--- config.mk ---
export PLATFORM = sky130hd
export DESIGN_NAME = sha256_block_sequencer
export DESIGN_NICKNAME = d
export VERILOG_FILES = /design/src/rtl/sha256_seq_pkg.sv /design/src/rtl/sha256_seq_fill.sv /design/src/rtl/sha256_block_sequencer.sv
export SDC_FILE = /design/constraint.sdc
export NUM_CORES = 1
export LEC_CHECK = 0
export ABC_AREA = 1
export CAP_MARGIN = 20
export CORE_AREA = 2 2 412 414
export DETAILED_ROUTE_END_ITERATION = 6
export DIE_AREA = 0 0 414 416
export PLACE_DENSITY = 0.35
export SLEW_MARGIN = 20
export SYNTH_ARGS = -nofsm -noshare
export SYNTH_HDL_FRONTEND = slang
export SYNTH_SLANG_ARGS = --single-unit
--- constraint.sdc ---
create_clock -name clk -period 40.8 [get_ports clk]
set_input_delay 8.16 -clock clk [delete_from_list [all_inputs] [get_ports clk]]
set_output_delay 8.16 -clock clk [all_outputs]
set_load 0.03 [all_outputs]
--- src/rtl/sha256_seq_pkg.sv ---
// rtl/sha256_seq_pkg.sv - shared constants and state encoding for the sha256 block sequencer
package sha256_seq_pkg;

    localparam int BLOCK_W         = 512;
    localparam int WORD_W          = 32;
    localparam int WORDS_PER_BLOCK = 16;
    localparam int IDX_W           = $clog2(WORDS_PER_BLOCK);

    typedef enum logic [2:0] {
        ST_FILL,
        ST_ISSUE,
        ST_SKIP,
        ST_WAIT,
        ST_OUT
    } seq_state_t;

endpackage

--- src/rtl/sha256_seq_fill.sv ---
// rtl/sha256_seq_fill.sv - 512-bit block assembly register and word index counter
module sha256_seq_fill
    import sha256_seq_pkg::*;
(
    input  logic               clk,
    input  logic               rst,
    input  logic               wr_en,
    input  logic [WORD_W-1:0]  word,
    input  logic               last,
    output logic [BLOCK_W-1:0] block,
    output logic [IDX_W-1:0]   idx
);

    // Word 0 sits in the top bits; an early last clears every slot above it.
    always_ff @(posedge clk or posedge rst) begin
        if (rst) begin
            block <= '0;
            idx   <= '0;
        end else if (wr_en) begin
            for (int i = 0; i < WORDS_PER_BLOCK; i++) begin
                if (i == int'(idx)) begin
                    block[BLOCK_W-1-WORD_W*i -: WORD_W] <= word;
                end else if (last && (i > int'(idx))) begin
                    block[BLOCK_W-1-WORD_W*i -: WORD_W] <= '0;
                end
            end
            idx <= last ? '0 : idx + 1'b1;
        end
    end

endmodule

--- src/rtl/sha256_block_sequencer.sv ---
// rtl/sha256_block_sequencer.sv - feeds message words as blocks to a sha256 core; watchdog under SHA256_SEQ_TIMEOUT_EN
module sha256_block_sequencer
    import sha256_seq_pkg::*;
#(
    parameter int DIGEST_W    = 256,
    parameter int TIMEOUT_CYC = 1024
) (
    input  logic                clk,
    input  logic                rst,
    input  logic [WORD_W-1:0]   msg_word,
    input  logic                msg_valid,
    output logic                msg_ready,
    input  logic                msg_last,
    output logic                core_init,
    output logic                core_next,
    output logic [BLOCK_W-1:0]  core_block,
    input  logic                core_ready,
    input  logic                core_digest_valid,
    input  logic [DIGEST_W-1:0] core_digest,
    output logic [DIGEST_W-1:0] dig_data,
    output logic                dig_valid,
    input  logic                dig_ready,
    output logic                short_err,
    output logic                timeout_err
);

    if (TIMEOUT_CYC < 1) begin : g_bad_timeout
        $error("TIMEOUT_CYC must be positive");
    end

    seq_state_t       state;
    logic             first_blk;
    logic             final_blk;
    logic [IDX_W-1:0] fill_idx;
    logic             xfer;
    logic             idx_full;
    logic             blk_end;
    logic             tmo_hit;

    assign xfer     = msg_valid && msg_ready;
    assign idx_full = (fill_idx == IDX_W'(WORDS_PER_BLOCK - 1));
    assign blk_end  = xfer && (msg_last || idx_full);

    sha256_seq_fill u_fill (
        .clk   (clk),
        .rst   (rst),
        .wr_en (xfer),
        .word  (msg_word),
        .last  (msg_last),
        .block (core_block),
        .idx   (fill_idx)
    );

`ifdef SHA256_SEQ_TIMEOUT_EN
    localparam int TMO_W = $clog2(TIMEOUT_CYC + 1);
    logic [TMO_W-1:0] tmo_cnt;
    assign tmo_hit = ((state == ST_ISSUE) || (state == ST_WAIT)) &&
                     (tmo_cnt == TMO_W'(TIMEOUT_CYC - 1));
`else
    assign tmo_hit = 1'b0;
`endif

    always_ff @(posedge clk or posedge rst) begin
        if (rst) begin
            state       <= ST_FILL;
            first_blk   <= 1'b1;
            final_blk   <= 1'b0;
            msg_ready   <= 1'b0;
            core_init   <= 1'b0;
            core_next   <= 1'b0;
            dig_valid   <= 1'b0;
            dig_data    <= '0;
            short_err   <= 1'b0;
            timeout_err <= 1'b0;
`ifdef SHA256_SEQ_TIMEOUT_EN
            tmo_cnt     <= '0;
`endif
        end else begin
            core_init   <= 1'b0;
            core_next   <= 1'b0;
            short_err   <= 1'b0;
            timeout_err <= 1'b0;
`ifdef SHA256_SEQ_TIMEOUT_EN
            tmo_cnt <= ((state == ST_ISSUE) || (state == ST_WAIT)) ? tmo_cnt + 1'b1 : '0;
`endif
            if (tmo_hit) begin
                // Abandon the message; the next one starts over with core_init.
                timeout_err <= 1'b1;
                first_blk   <= 1'b1;
                msg_ready   <= 1'b1;
                state       <= ST_FILL;
            end else begin
                case (state)
                    ST_FILL: begin
                        msg_ready <= 1'b1;
                        if (blk_end) begin
                            msg_ready <= 1'b0;
                            final_blk <= msg_last;
                            short_err <= msg_last && !idx_full;
                            // Core already idle: command goes out without an ISSUE cycle.
                            if (core_ready) begin
                                core_init <= first_blk;
                                core_next <= !first_blk;
                                first_blk <= 1'b0;
                                state     <= ST_SKIP;
                            end else begin
                                state <= ST_ISSUE;
                            end
                        end
                    end
                    ST_ISSUE: begin
                        if (core_ready) begin
                            core_init <= first_blk;
                            core_next <= !first_blk;
                            first_blk <= 1'b0;
                            state     <= ST_SKIP;
                        end
                    end
                    ST_SKIP: begin
                        state <= ST_WAIT;
                    end
                    ST_WAIT: begin
                        if (core_ready && core_digest_valid) begin
                            if (final_blk) begin
                                dig_data  <= core_digest;
                                dig_valid <= 1'b1;
                                state     <= ST_OUT;
                            end else begin
                                msg_ready <= 1'b1;
                                state     <= ST_FILL;
                            end
                        end
                    end
                    ST_OUT: begin
                        if (dig_ready) begin
                            dig_valid <= 1'b0;
                            first_blk <= 1'b1;
                            msg_ready <= 1'b1;
                            state     <= ST_FILL;
                        end
                    end
                    default: begin
                        msg_ready <= 1'b0;
                        state     <= ST_FILL;
                    end
                endcase
            end
        end
    end

endmodule

# == After elaboration in Yosys (flattened, before gate mapping) ==
# Index checks and enable logic that the tools add are counted.
# word_totals
ff_bits,782
latch_bits,0
ram_bits,0
mem_bits_ro,0
input_bits,295
out_inout_bits,774
elab_cells,191
n_memories,0
# classes
addsub,1
n_mul,0
n_div,0
order_cmp,15
eq_ne,26
shifts,0
mux,58
bitwise,1
n_reduce_logical,64
# op_table
cell,count
$mux W32,30
$reduce_and A2 Y1,17
$eq A4 B4 Y1 const A,8
$gt A4 B4 Y1 const A,8
$reduce_bool A2 Y1,16
$logic_and A1 B1 Y1,19
$eq A3 B4 Y1 const A,4
$gt A3 B4 Y1 const A,4
$mux W1,15
$mux W3,5
$pmux W3 S5,1
$ne A2 B2 Y1 const B,6
$reduce_and A4 Y1,3
$eq A2 B4 Y1 const A,2
$gt A2 B4 Y1 const A,2
$eq A3 B2 Y1 const B,2
$pmux W1 S2,3
$reduce_and A3 Y1,2
$add A4 B1 Y4 const B,1
$eq A1 B4 Y1 const A,1
$eq A4 B4 Y1 const B,1
$gt A1 B4 Y1 const A,1
$logic_not A4 Y1,1
$mux W4,1
11 further kinds,12

# == Depth between registers and ports, before layout ==
# logic_depth
word_depth,5
depth_mapped,9
mapped_depth_nobuf,9

# == Modules after synthesis ==
# From an unflattened synthesis, not the netlist that was laid out.
# unflattened
hier_cells,3325
hier_area_um2,30974.7
# by_module_without_submodules
mod,n_inst,cells_each,area_per_inst_um2,seq_area_each_um2
sha256_seq_fill,1,2170,20357.0,12912.4
sha256_block_sequencer,1,1155,10617.7,6657.6

# == Least setup slack after synthesis ==
# Ideal clock, no wire load.
# synth_path
path_type,input-to-reg
from,input msg_valid
to,register u_fill.block[158]
setup_ns,0.126
arrival_time_ns,9.043
t_required_ns,40.674
path_slack_ns,31.630
stages,7
n_path_buf,1
cell_sequence,nand2_2 inv_2 nand2_2 nor2_1 a21oi_4 buf_2 o21ai_0
# synth_via
elab_chain_cells,2
# synth_lines
item,line_no,rtl
"start, declared",sha256_block_sequencer.sv:11,"input logic msg_valid,"
$logic_and A1 B1 Y1,sha256_block_sequencer.sv:40,assign xfer = msg_valid && msg_ready;
$reduce_and A2 Y1 (no source line),n/a,
"end signal, assigned by index",sha256_seq_fill.sv:22,block[BLOCK_W-1-WORD_W*i -: WORD_W] <= word;
"end, declared",sha256_seq_fill.sv:10,"output logic [BLOCK_W-1:0] block,"
# Every way passes these cells.
# A chain may end at the register's enable or synchronous reset.

# == Worst setup path after layout ==
# layout_path
from,input core_ready
to,register dig_data[131]
# layout_via
elab_chain_cells,2
# layout_lines
item,line_no,rtl
"start, declared",sha256_block_sequencer.sv:17,"input logic core_ready,"
$logic_and A1 B1 Y1,sha256_block_sequencer.sv:123,if (core_ready && core_digest_valid) begin
$reduce_and A3 Y1 (no source line),n/a,
"end signal, assigned",sha256_block_sequencer.sv:125,dig_data <= core_digest;
"end, declared",sha256_block_sequencer.sv:20,"output logic [DIGEST_W-1:0] dig_data,"
# Every way passes these cells.

==> flow_metrics.env <==
export IMPL_status="finished clean"
export IMPL_final_cell_mix="clkdlybuf4s50_1 (1067), dfrtp_1 (781), nand2_1 (582)"
export IMPL_fin_hold_ws_ps=481
export IMPL_synthDistinctLibCells=32
export IMPL_grt_pass1_vias=25700
export IMPL_cts_tree="yes"
export IMPL_cap_viol_max_count=0
export IMPL_slowest_stage="buf_4"
export IMPL_fmax_mhz=87.4
export IMPL_die_x_um=414
export IMPL_r2r_start="final_blk$_DFFE_PP0P_"
export IMPL_grt_total_usage_pct=17.5
export IMPL_final_cells=6364
export IMPL_synth_async_sr_flop_share_pct=100
export IMPL_critPathTopFamily="buffers and inverters"
export IMPL_internal_power_mw=2.10
export IMPL_critical_path_class="in2reg"
export IMPL_min_path_type="reg2reg"
export IMPL_multi_input_area_um2=7820
export IMPL_htree_levels=3
export IMPL_dp_hpwl_um=109000
export IMPL_switching_share_pct=40.7
export IMPL_clockBufferDepth=3
export IMPL_wirelength_um=154000
export IMPL_vias=25200
export IMPL_initialDrtViolationCount=1412
export IMPL_cts_made_buffers=101
export IMPL_cts_setup_buffers=0
export IMPL_crit_chain="clkdlybuf4s50_1, nand3_4, buf_4, buf_4, buf_12, nand2_1, o21ai_1"
export IMPL_synth_edf_count=0
export IMPL_syn_inst=3067
export IMPL_area_delta_synth_final_pct=54.6
export IMPL_rows=151
export IMPL_synthFlopType="dfrtp_1"
export IMPL_max_stage_delay_ps=790
export IMPL_grt_first_pass_wirelength_um=216000
export IMPL_finalCriticalPeriod_ps=11440
export IMPL_seqPwrFrac_pct=33.0
export IMPL_crit_fanout=220
export IMPL_clock_tree_root_cell="clkbuf_16"
export IMPL_hold_buffers=0
export IMPL_finalHoldViolations=0
export IMPL_syn_cell_area_um2=30000
export IMPL_clk_pin_slew_ps=60
export IMPL_grt_max_degree=221
export IMPL_p_leak_nw=20.5
export IMPL_ir_drop_v=0.0000359
export IMPL_io_pins=1069
export IMPL_yosysSeqAreaShare_pct=65.3
export IMPL_grt_overflow=0
export IMPL_clkPwrFrac_pct=26.2
export IMPL_layout_commonest_cell="clkdlybuf4s50_1"
export IMPL_required_ps=41420
export IMPL_max_slew_margin_pct=24.9
export IMPL_placedCellCount=6175
export IMPL_ys_top_cells_by_area="dfrtp_1 (65%), nand2_1 (7.4%), o21ai_0 (6.2%), inv_1 (5.5%), o21ai_1 (4.7%)"
export IMPL_layout_nets=4361
export IMPL_gp_congestion=0.768
export IMPL_reg2reg_to="dig_data[131]$_DFFE_PP0P_"
export IMPL_r2r_slack_ps=36640
export IMPL_tightest_slew_ps=1130
export IMPL_hold_path_startpoint="u_fill.block[22]$_DFFE_PP0P_"
export IMPL_cp_arrival_ps=12060
export IMPL_setup_worst_path_start_class="input port"
export IMPL_drive_gt1_share_pct=5.80
export IMPL_clock_latency_ps=730
export IMPL_power_net_switching_mw=1.44
export IMPL_cp_startpoint="core_ready"
export IMPL_io_buffers=1067
export IMPL_synth_top_area_share_pct=65.2
export IMPL_ant_nets=0
export IMPL_final_fill_count=18000
export IMPL_hold_path_cell_count=2
export IMPL_finalPower_mw=3.53
export IMPL_ys_warn_count=0
export IMPL_design_area_um2=46300
export IMPL_cts_sinks=782
export IMPL_drc=0
export IMPL_syn_num_nets=3367
export IMPL_cp_common_cell="buf_4"
export IMPL_start_util_pct=17.8
export IMPL_powerDensity_nw_per_um2=76.2
export IMPL_critPathBufInv=4
export IMPL_fin_crit_sh_pct=28.0
export IMPL_final_max_slew_viol_count=0
export IMPL_fin_skew_ps=64.4
export IMPL_antenna_found_initial=17
export IMPL_synth_top_cell_by_area="dfrtp_1"
export IMPL_reg2reg_depth=8
export IMPL_core_area_um2=168000
export IMPL_die_area_um2=172000
export IMPL_whs_endpoint="u_fill.block[22]$_DFFE_PP0P_"
export IMPL_seq_area_um2=19600
export IMPL_cts_resized=0
export IMPL_rsz0062_at_grt="no"
export IMPL_die_h_um=416
export IMPL_wl_per_cell_um=24.2
export IMPL_pwr_share_comb_pct=40.8
export IMPL_viasPerCell=3.96
export IMPL_synth_avg_cell_area_um2=9.78
export IMPL_drtPass1Iterations=5
export IMPL_synth_seq_cells=782
export IMPL_placed_cell_area_um2=42900
export IMPL_final_setup_tns_ps=0
export IMPL_setup_viol=0
export IMPL_endpoint_kind="flip-flop"
export IMPL_crit_cells=7
-- registers in the layout, summed over array words and instances (netlist names) --
signal        flops
u_fill.block    512
first_blk         1
core_init         1
msg_ready         1
state             3
u_fill.idx        4
core_next         1
final_blk         1
dig_data        256
short_err         1
dig_valid         1
-- layer usage --
layer | vias up | global-route usage [%] | share of wire (%)
met3 | 143 | 6.82 | 9.0
met2 | 864 | 29.8 | 49
met4 | 8 | 4.26 | 2.0
met5 | - | 0 | 0.021
li1 | 11900 | - | -
met1 | 12300 | 20.7 | 40
-- power by group through the flow --
stage               clock network [mW]  logic, mW  registers [mW]
floorplan                            0      0.275            1.62
global placement                     0       1.46            1.18
detailed placement                   0       1.46            1.18
CTS                              0.962       1.47            1.17
global route                     0.993       1.53            1.20
finish                           0.926       1.44            1.17
-- worst min-delay path: stages, from the launching register on --
cell,delay (ps)
dfrtp_1,340
nand2_1,50
o21ai_0,60
-- worst max-delay path by stage --
stage	to	slack (ps)
2_1_floorplan	core_init$_DFF_PP0_	10690
3_3_place_gp	dig_data[131]$_DFFE_PP0P_	28720
3_5_place_dp	dig_data[126]$_DFFE_PP0P_	28710
4_1_cts	dig_data[147]$_DFFE_PP0P_	29470
5_1_grt	dig_data[151]$_DFFE_PP0P_	28990
6_report	dig_data[131]$_DFFE_PP0P_	29360
-- metrics by stage --
stage	utilization [%]	worst slack, ps
after floorplan	-	10690
after global placement	25.5	28720
after detailed placement	25.5	28710
after CTS	27.5	29470
after global routing	27.6	28990
final	27.6	29360
-- cell type report --
cell class                 count  share of cell area (%)
clock buffer                 155                    6.58
clock inverter                28                   0.807
timing repair buffer        1108                    23.9
multi-input combinational   1622                    16.9
sequential                   782                    42.2
inverter                     446                    3.63
tap                         2218                    5.99
antenna                        5                  0.0270
-- kinds of logic (layout without fill, tap and decap cells) --
logic type,count (synthesis),after routing,share of synthesized area [%]
AO/OA/AOI/OAI,789,789,14.0
XOR/XNOR,1,1,0.0292
adder cells (fa/ha/maj),5,5,0.209
buffers and inverters,663,1737,8.89
flip-flops,782,782,65.3
other,1,6,0.0125
AND/OR/NAND/NOR,826,826,11.6
-- synthesized netlist by cell type, types with 3 or more instances --
cell type and number:
nand2_2 7, buf_1 3, dfrtp_1 781, inv_1 442, clkbuf_1 89, inv_2 4, o21ai_1 282, nand3_4 5
nand4_1 4, buf_4 6, buf_2 116, o22ai_1 96, o31ai_1 32, nor2_4 3, o21ai_0 369, nor2_1 11
a21oi_1 4, nand3_1 205, ha_1 5, nand2_1 588
Note: power is estimated with default switching activity, not from simulation.
